$ cat src/rtl/dmem_bus_ctrl_pkg.sv
// Shared types and constants for the data-memory bus controller.
package dmem_bus_ctrl_pkg;

    typedef enum logic [1:0] {
        StIdle     = 2'd0,
        StReq      = 2'd1,
        StWaitResp = 2'd2,
        StDone     = 2'd3
    } state_e;

    localparam logic CMD_LOAD  = 1'b0;
    localparam logic CMD_STORE = 1'b1;

    // Value returned to the formatting stage when a load is aborted.
    localparam logic [31:0] TIMEOUT_LOAD_DATA = 32'h0;

endpackage

$ cat src/rtl/dmem_bus_ctrl_timeout.sv
// Clearable saturating cycle counter; tc flags the last allowed cycle of a transaction.
module dmem_bus_ctrl_timeout #(
    parameter int unsigned TIMEOUT_CYCLES = 255
) (
    input  logic clk,
    input  logic rst,
    input  logic clr,
    input  logic en,
    output logic tc
);

    localparam int unsigned W = $clog2(TIMEOUT_CYCLES + 1);
    localparam logic [W-1:0] MAX  = W'(TIMEOUT_CYCLES);
    localparam logic [W-1:0] LAST = W'(TIMEOUT_CYCLES - 1);

    logic [W-1:0] cnt_q, cnt_d;

    always_comb begin
        cnt_d = cnt_q;
        if (clr) begin
            cnt_d = '0;
        end else if (en && cnt_q != MAX) begin
            cnt_d = cnt_q + 1'b1;
        end
    end

    // Counter holds cycles already spent, so the current cycle is the last one at LAST.
    assign tc = en && (cnt_q >= LAST);

    always_ff @(posedge clk or posedge rst) begin
        if (rst) begin
            cnt_q <= '0;
        end else begin
            cnt_q <= cnt_d;
        end
    end

endmodule

$ cat src/rtl/dmem_bus_ctrl.sv
// Runs one load/store transaction on a valid/ready data bus, stalling the pipeline until done.
module dmem_bus_ctrl
    import dmem_bus_ctrl_pkg::*;
#(
    parameter int unsigned TIMEOUT_CYCLES = 255
) (
    input  logic        clk,
    input  logic        rst,
    input  logic        req_valid,
    input  logic        cmd,
    input  logic [31:0] addr,
    input  logic [31:0] wdata,
    input  logic [3:0]  wmask,
    output logic        stall,
    output logic [31:0] load_data,
    output logic        err,
    output logic        bus_valid,
    input  logic        bus_ready,
    output logic        bus_we,
    output logic [31:0] bus_addr,
    output logic [31:0] bus_wdata,
    output logic [3:0]  bus_wstrb,
    input  logic        bus_rvalid,
    input  logic [31:0] bus_rdata
);

    state_e      state_q, state_d;
    logic        bus_valid_q, bus_valid_d;
    logic        bus_we_q, bus_we_d;
    logic [31:0] bus_addr_q, bus_addr_d;
    logic [31:0] bus_wdata_q, bus_wdata_d;
    logic [3:0]  bus_wstrb_q, bus_wstrb_d;
    logic [31:0] load_data_q, load_data_d;
    logic        err_q, err_d;
    logic        tmo_tc;
    logic        abort;

    dmem_bus_ctrl_timeout #(
        .TIMEOUT_CYCLES (TIMEOUT_CYCLES)
    ) u_timeout (
        .clk (clk),
        .rst (rst),
        .clr (state_q == StIdle),
        .en  ((state_q == StReq) || (state_q == StWaitResp)),
        .tc  (tmo_tc)
    );

    always_comb begin
        state_d     = state_q;
        bus_valid_d = bus_valid_q;
        bus_we_d    = bus_we_q;
        bus_addr_d  = bus_addr_q;
        bus_wdata_d = bus_wdata_q;
        bus_wstrb_d = bus_wstrb_q;
        load_data_d = load_data_q;
        err_d       = 1'b0;
        abort       = 1'b0;

        case (state_q)
            StIdle: begin
                if (req_valid) begin
                    bus_we_d    = (cmd == CMD_STORE);
                    bus_addr_d  = addr;
                    bus_wdata_d = wdata;
                    bus_wstrb_d = wmask;
                    // An all-lanes-disabled store has nothing to write.
                    if (cmd == CMD_STORE && wmask == 4'b0000) begin
                        state_d = StDone;
                    end else begin
                        state_d     = StReq;
                        bus_valid_d = 1'b1;
                    end
                end
            end
            StReq: begin
                if (bus_ready) begin
                    bus_valid_d = 1'b0;
                    state_d     = bus_we_q ? StDone : StWaitResp;
                end else if (tmo_tc) begin
                    abort = 1'b1;
                end
            end
            StWaitResp: begin
                if (bus_rvalid) begin
                    load_data_d = bus_rdata;
                    state_d     = StDone;
                end else if (tmo_tc) begin
                    abort = 1'b1;
                end
            end
            StDone: begin
                state_d = StIdle;
            end
            default: begin
                state_d = StIdle;
            end
        endcase

        if (abort) begin
            bus_valid_d = 1'b0;
            state_d     = StDone;
            err_d       = 1'b1;
            if (!bus_we_q) begin
                load_data_d = TIMEOUT_LOAD_DATA;
            end
        end
    end

    always_ff @(posedge clk or posedge rst) begin
        if (rst) begin
            state_q     <= StIdle;
            bus_valid_q <= 1'b0;
            bus_we_q    <= 1'b0;
            bus_addr_q  <= '0;
            bus_wdata_q <= '0;
            bus_wstrb_q <= '0;
            load_data_q <= '0;
            err_q       <= 1'b0;
        end else begin
            state_q     <= state_d;
            bus_valid_q <= bus_valid_d;
            bus_we_q    <= bus_we_d;
            bus_addr_q  <= bus_addr_d;
            bus_wdata_q <= bus_wdata_d;
            bus_wstrb_q <= bus_wstrb_d;
            load_data_q <= load_data_d;
            err_q       <= err_d;
        end
    end

    // Freeze the pipeline in the same cycle a request is presented.
    assign stall = (state_q == StIdle) ? req_valid : (state_q != StDone);

    assign bus_valid = bus_valid_q;
    assign bus_we    = bus_we_q;
    assign bus_addr  = bus_addr_q;
    assign bus_wdata = bus_wdata_q;
    assign bus_wstrb = bus_wstrb_q;
    assign load_data = load_data_q;
    assign err       = err_q;

endmodule

$ cat config.mk
export PLATFORM = sky130hd
export DESIGN_NAME = dmem_bus_ctrl
export DESIGN_NICKNAME = d
export VERILOG_FILES = /design/src/rtl/dmem_bus_ctrl_pkg.sv /design/src/rtl/dmem_bus_ctrl_timeout.sv /design/src/rtl/dmem_bus_ctrl.sv
export SDC_FILE = /design/constraint.sdc
export NUM_CORES = 1
export LEC_CHECK = 0
export ABC_AREA = 1
export ABC_CLOCK_PERIOD_IN_PS = 7800
export BUFFER_PORTS_ARGS = -buffer_cell sky130_fd_sc_hd__clkbuf_2
export CORE_MARGIN = 3
export CORE_UTILIZATION = 30
export DETAILED_ROUTE_END_ITERATION = 8
export SYNTH_ARGS = -nofsm -noshare
export SYNTH_HDL_FRONTEND = slang
export SYNTH_SLANG_ARGS = --single-unit
$ cat constraint.sdc
create_clock -name clk -period 7.8 [get_ports clk]
set_input_delay 1.17 -clock clk [delete_from_list [all_inputs] [get_ports clk]]
set_output_delay 1.17 -clock clk [all_outputs]
set_load 0.05 [all_outputs]
==> impl_metrics.json <==
{
  "status": "complete, no violations",
  "fin_hold_ws_ns": 0.499,
  "tritoncts": "built",
  "slew_headroom": 0.240,
  "die_area_sq_um": 18300,
  "core_sq_um": 16100,
  "crit_path_frequent_cell": "clkbuf_2",
  "clkSinkCount": 113,
  "ctsResizeCount": 0,
  "crit_fanout": 72,
  "synth_top_area_cell": "dfrtp_1",
  "antenna_found_initial": 0,
  "fin_crit_sh": 0.467,
  "synth_cell_types": 24,
  "setup_viol": 0,
  "hold_viol_final": 0,
  "clockRootBuffer": "clkbuf_16",
  "htreeDepth": 4,
  "worst_pin_slew_ns": 1.14,
  "start_kind": "input port",
  "p_per_area_nw_per_um2": 537,
  "diodes": 0,
  "first_global_vias": 3967,
  "syn_avg_cell_area_sq_um": 10.5,
  "synth_top_area_frac": 0.565,
  "antenna_left": 0,
  "syn_nets": 591,
  "synth-adder-area-share": 0.0150,
  "final_common_cell": "clkbuf_2",
  "start_util": 0.311,
  "vias": 3920,
  "hp-class": "flip-flop to flip-flop",
  "dp_cells": 886,
  "final_cells": 918,
  "fin_area_sq_um": 6820,
  "synth-seq-cells": 113,
  "cap_violations": 0,
  "worstPathCellList": "clkbuf_2 -> nand2_2 -> buf_4 -> o21ai_0 -> clkbuf_2",
  "routed_via_density": 4.27,
  "synth_compound_area_frac": 0.0117,
  "floorplan.die.height_um": 135,
  "slew_viol_final": 0,
  "port_buffers": 209,
  "cts_setup_buffers": 0,
  "clkSlewWorstSetupHoldPaths_ns": 0.05,
  "fin_skew_ns": 0.00736,
  "cp_data_arrival_time_ns": 2.48,
  "utilization": 0.423,
  "mostFrequentLayoutCells": "clkbuf_2, dfrtp_1, nand2_1",
  "synth_top_family_by_area": "simple AND/OR/NAND/NOR gates",
  "synth.area.top_cells": "dfrtp_1, mux2_2, nand2_1",
  "synthXorXnorAreaFrac": 0.00350,
  "rows": 46,
  "dieWidth_um": 135,
  "seq_area_frac_synth": 0.565,
  "ios": 210,
  "numCtsBuffers": 17,
  "drive_gt1_frac": 0.490,
  "pre_cts_ws_ns": 4.07,
  "clock_path_buffers": 2,
  "first_pass_iters": 4,
  "total_power_mw": 3.66,
  "max_freq_ghz": 0.274,
  "drt_iter0_drc": 124,
  "setup-tns-final_ns": 0,
  "ys_warn_count": 0,
  "syn_inst": 479,
  "critPathKind": "input port to output port",
  "grt_usage": 0.139,
  "holdBufCountCts": 0,
  "slowest_stage": "buf_4",
  "fin_nets": 801,
  "synthSimpleGateAreaFrac": 0.189,
  "grt_max_degree": 73,
  "dp_hpwl_mm": 8.53,
  "grt_pass1_wl_mm": 19.9,
  "placed_area_sq_um": 6230,
  "cp-end-kind": "output port",
  "gp_congestion": 0.774,
  "finalWorstSetupSlack_ns": 4.15,
  "wl_per_cell_um": 13.2,
  "drc": 0,
  "max_stage_delay_ns": 0.65,
  "synth_area_sq_um": 5010,
  "area_growth_pct": 36.3,
  "insertion_delay_ns": 0.41,
  "irDropWorstVdd_mv": 0.299,
  "finalCriticalPeriod_ns": 3.65,
  "cp.required_ns": 6.63,
  "routed_wirelength_mm": 12.2,
  "leakagePower_nw": 3.62,
  "globalRouteOverflowTotal": 0,
  "muxShareOfSynthArea": 0.153,
  "rsz0062_at_grt": "no"
}
-- flip-flops by register name (all words and copies together) (netlist names) --
register and cells:
err 1, bus_wstrb 4, state_q 2, bus_addr 32
bus_wdata 32, bus_we 1, bus_valid 1, load_data 32
u_timeout.cnt_q 8
-- report_power, final --
group / total [mW] / switching, mW / leakage, nW / internal [mW]
clock network: 0.771 / 0.289 / 0.288 / 0.483
registers: 1.01 / 0.149 / 1.38 / 0.860
logic: 1.88 / 1.39 / 1.95 / 0.494
-- layout make-up --
class / instances / area, sq um
tap: 216 / 270
clock inverter: 14 / 155
clock buffer: 18 / 439
multi-input combinational: 294 / 1860
sequential: 113 / 2830
timing repair buffer: 213 / 1080
inverter: 50 / 190
fill: 1638 / 9290
-- worst max-delay path, delay by kind of cell --
family	cells	cell delay, ns
buffers and inverters	3	1.03
AOI/OAI and AO/OA	1	0.21
and+or+nand+nor	1	0.05
-- logic make-up (layout without fill, tap and decap cells) --
group	Yosys count	count (layout)
simple gates	207	207
mux	68	68
buf+inv	72	295
flops	113	113
compound gates	11	11
xor+xnor	2	2
fa+ha+maj	6	6
-- final timing paths --
kind,from,end,slack [ns],depth (start not counted)
setup / recovery,req_valid,stall,4.15,5
hold / removal,bus_valid$_DFFE_PP0P_,bus_valid$_DFFE_PP0P_,0.50,2
max in group asynchronous,rst,load_data[7]$_DFF_PP0_,5.67,3
setup reg to reg,state_q[0]$_DFFE_PP0P_,load_data[21]$_DFF_PP0_,5.45,8
min in group asynchronous,rst,load_data[11]$_DFF_PP0_,0.81,2
hold reg to reg,bus_valid$_DFFE_PP0P_,bus_valid$_DFFE_PP0P_,0.50,2
-- synth_stat cells --
library cell / n
nand2_2: 3
nor2_8: 1
or2_2: 1
buf_8: 2
nand4_1: 3
inv_1: 50
nor2_2: 21
buf_2: 9
nand2_1: 107
nor2_1: 28
mux2_2: 68
buf_6: 1
nand4_4: 1
nor2_4: 2
o21ai_0: 5
o21ai_2: 1
xor2_1: 2
ha_1: 6
buf_4: 1
nor3_1: 1
nand3_1: 39
a21oi_1: 5
clkbuf_1: 9
dfrtp_1: 113
-- metal layers --
metal / global-route usage / up-vias / share of wire
met3: 0.0565 / 13 / 0.088
li1: - / 1944 / -
met5: 0 / - / 0
met4: 0.0582 / 0 / 0.014
met2: 0.217 / 139 / 0.47
met1: 0.170 / 1824 / 0.43
(Power assumes the default switching activity.)
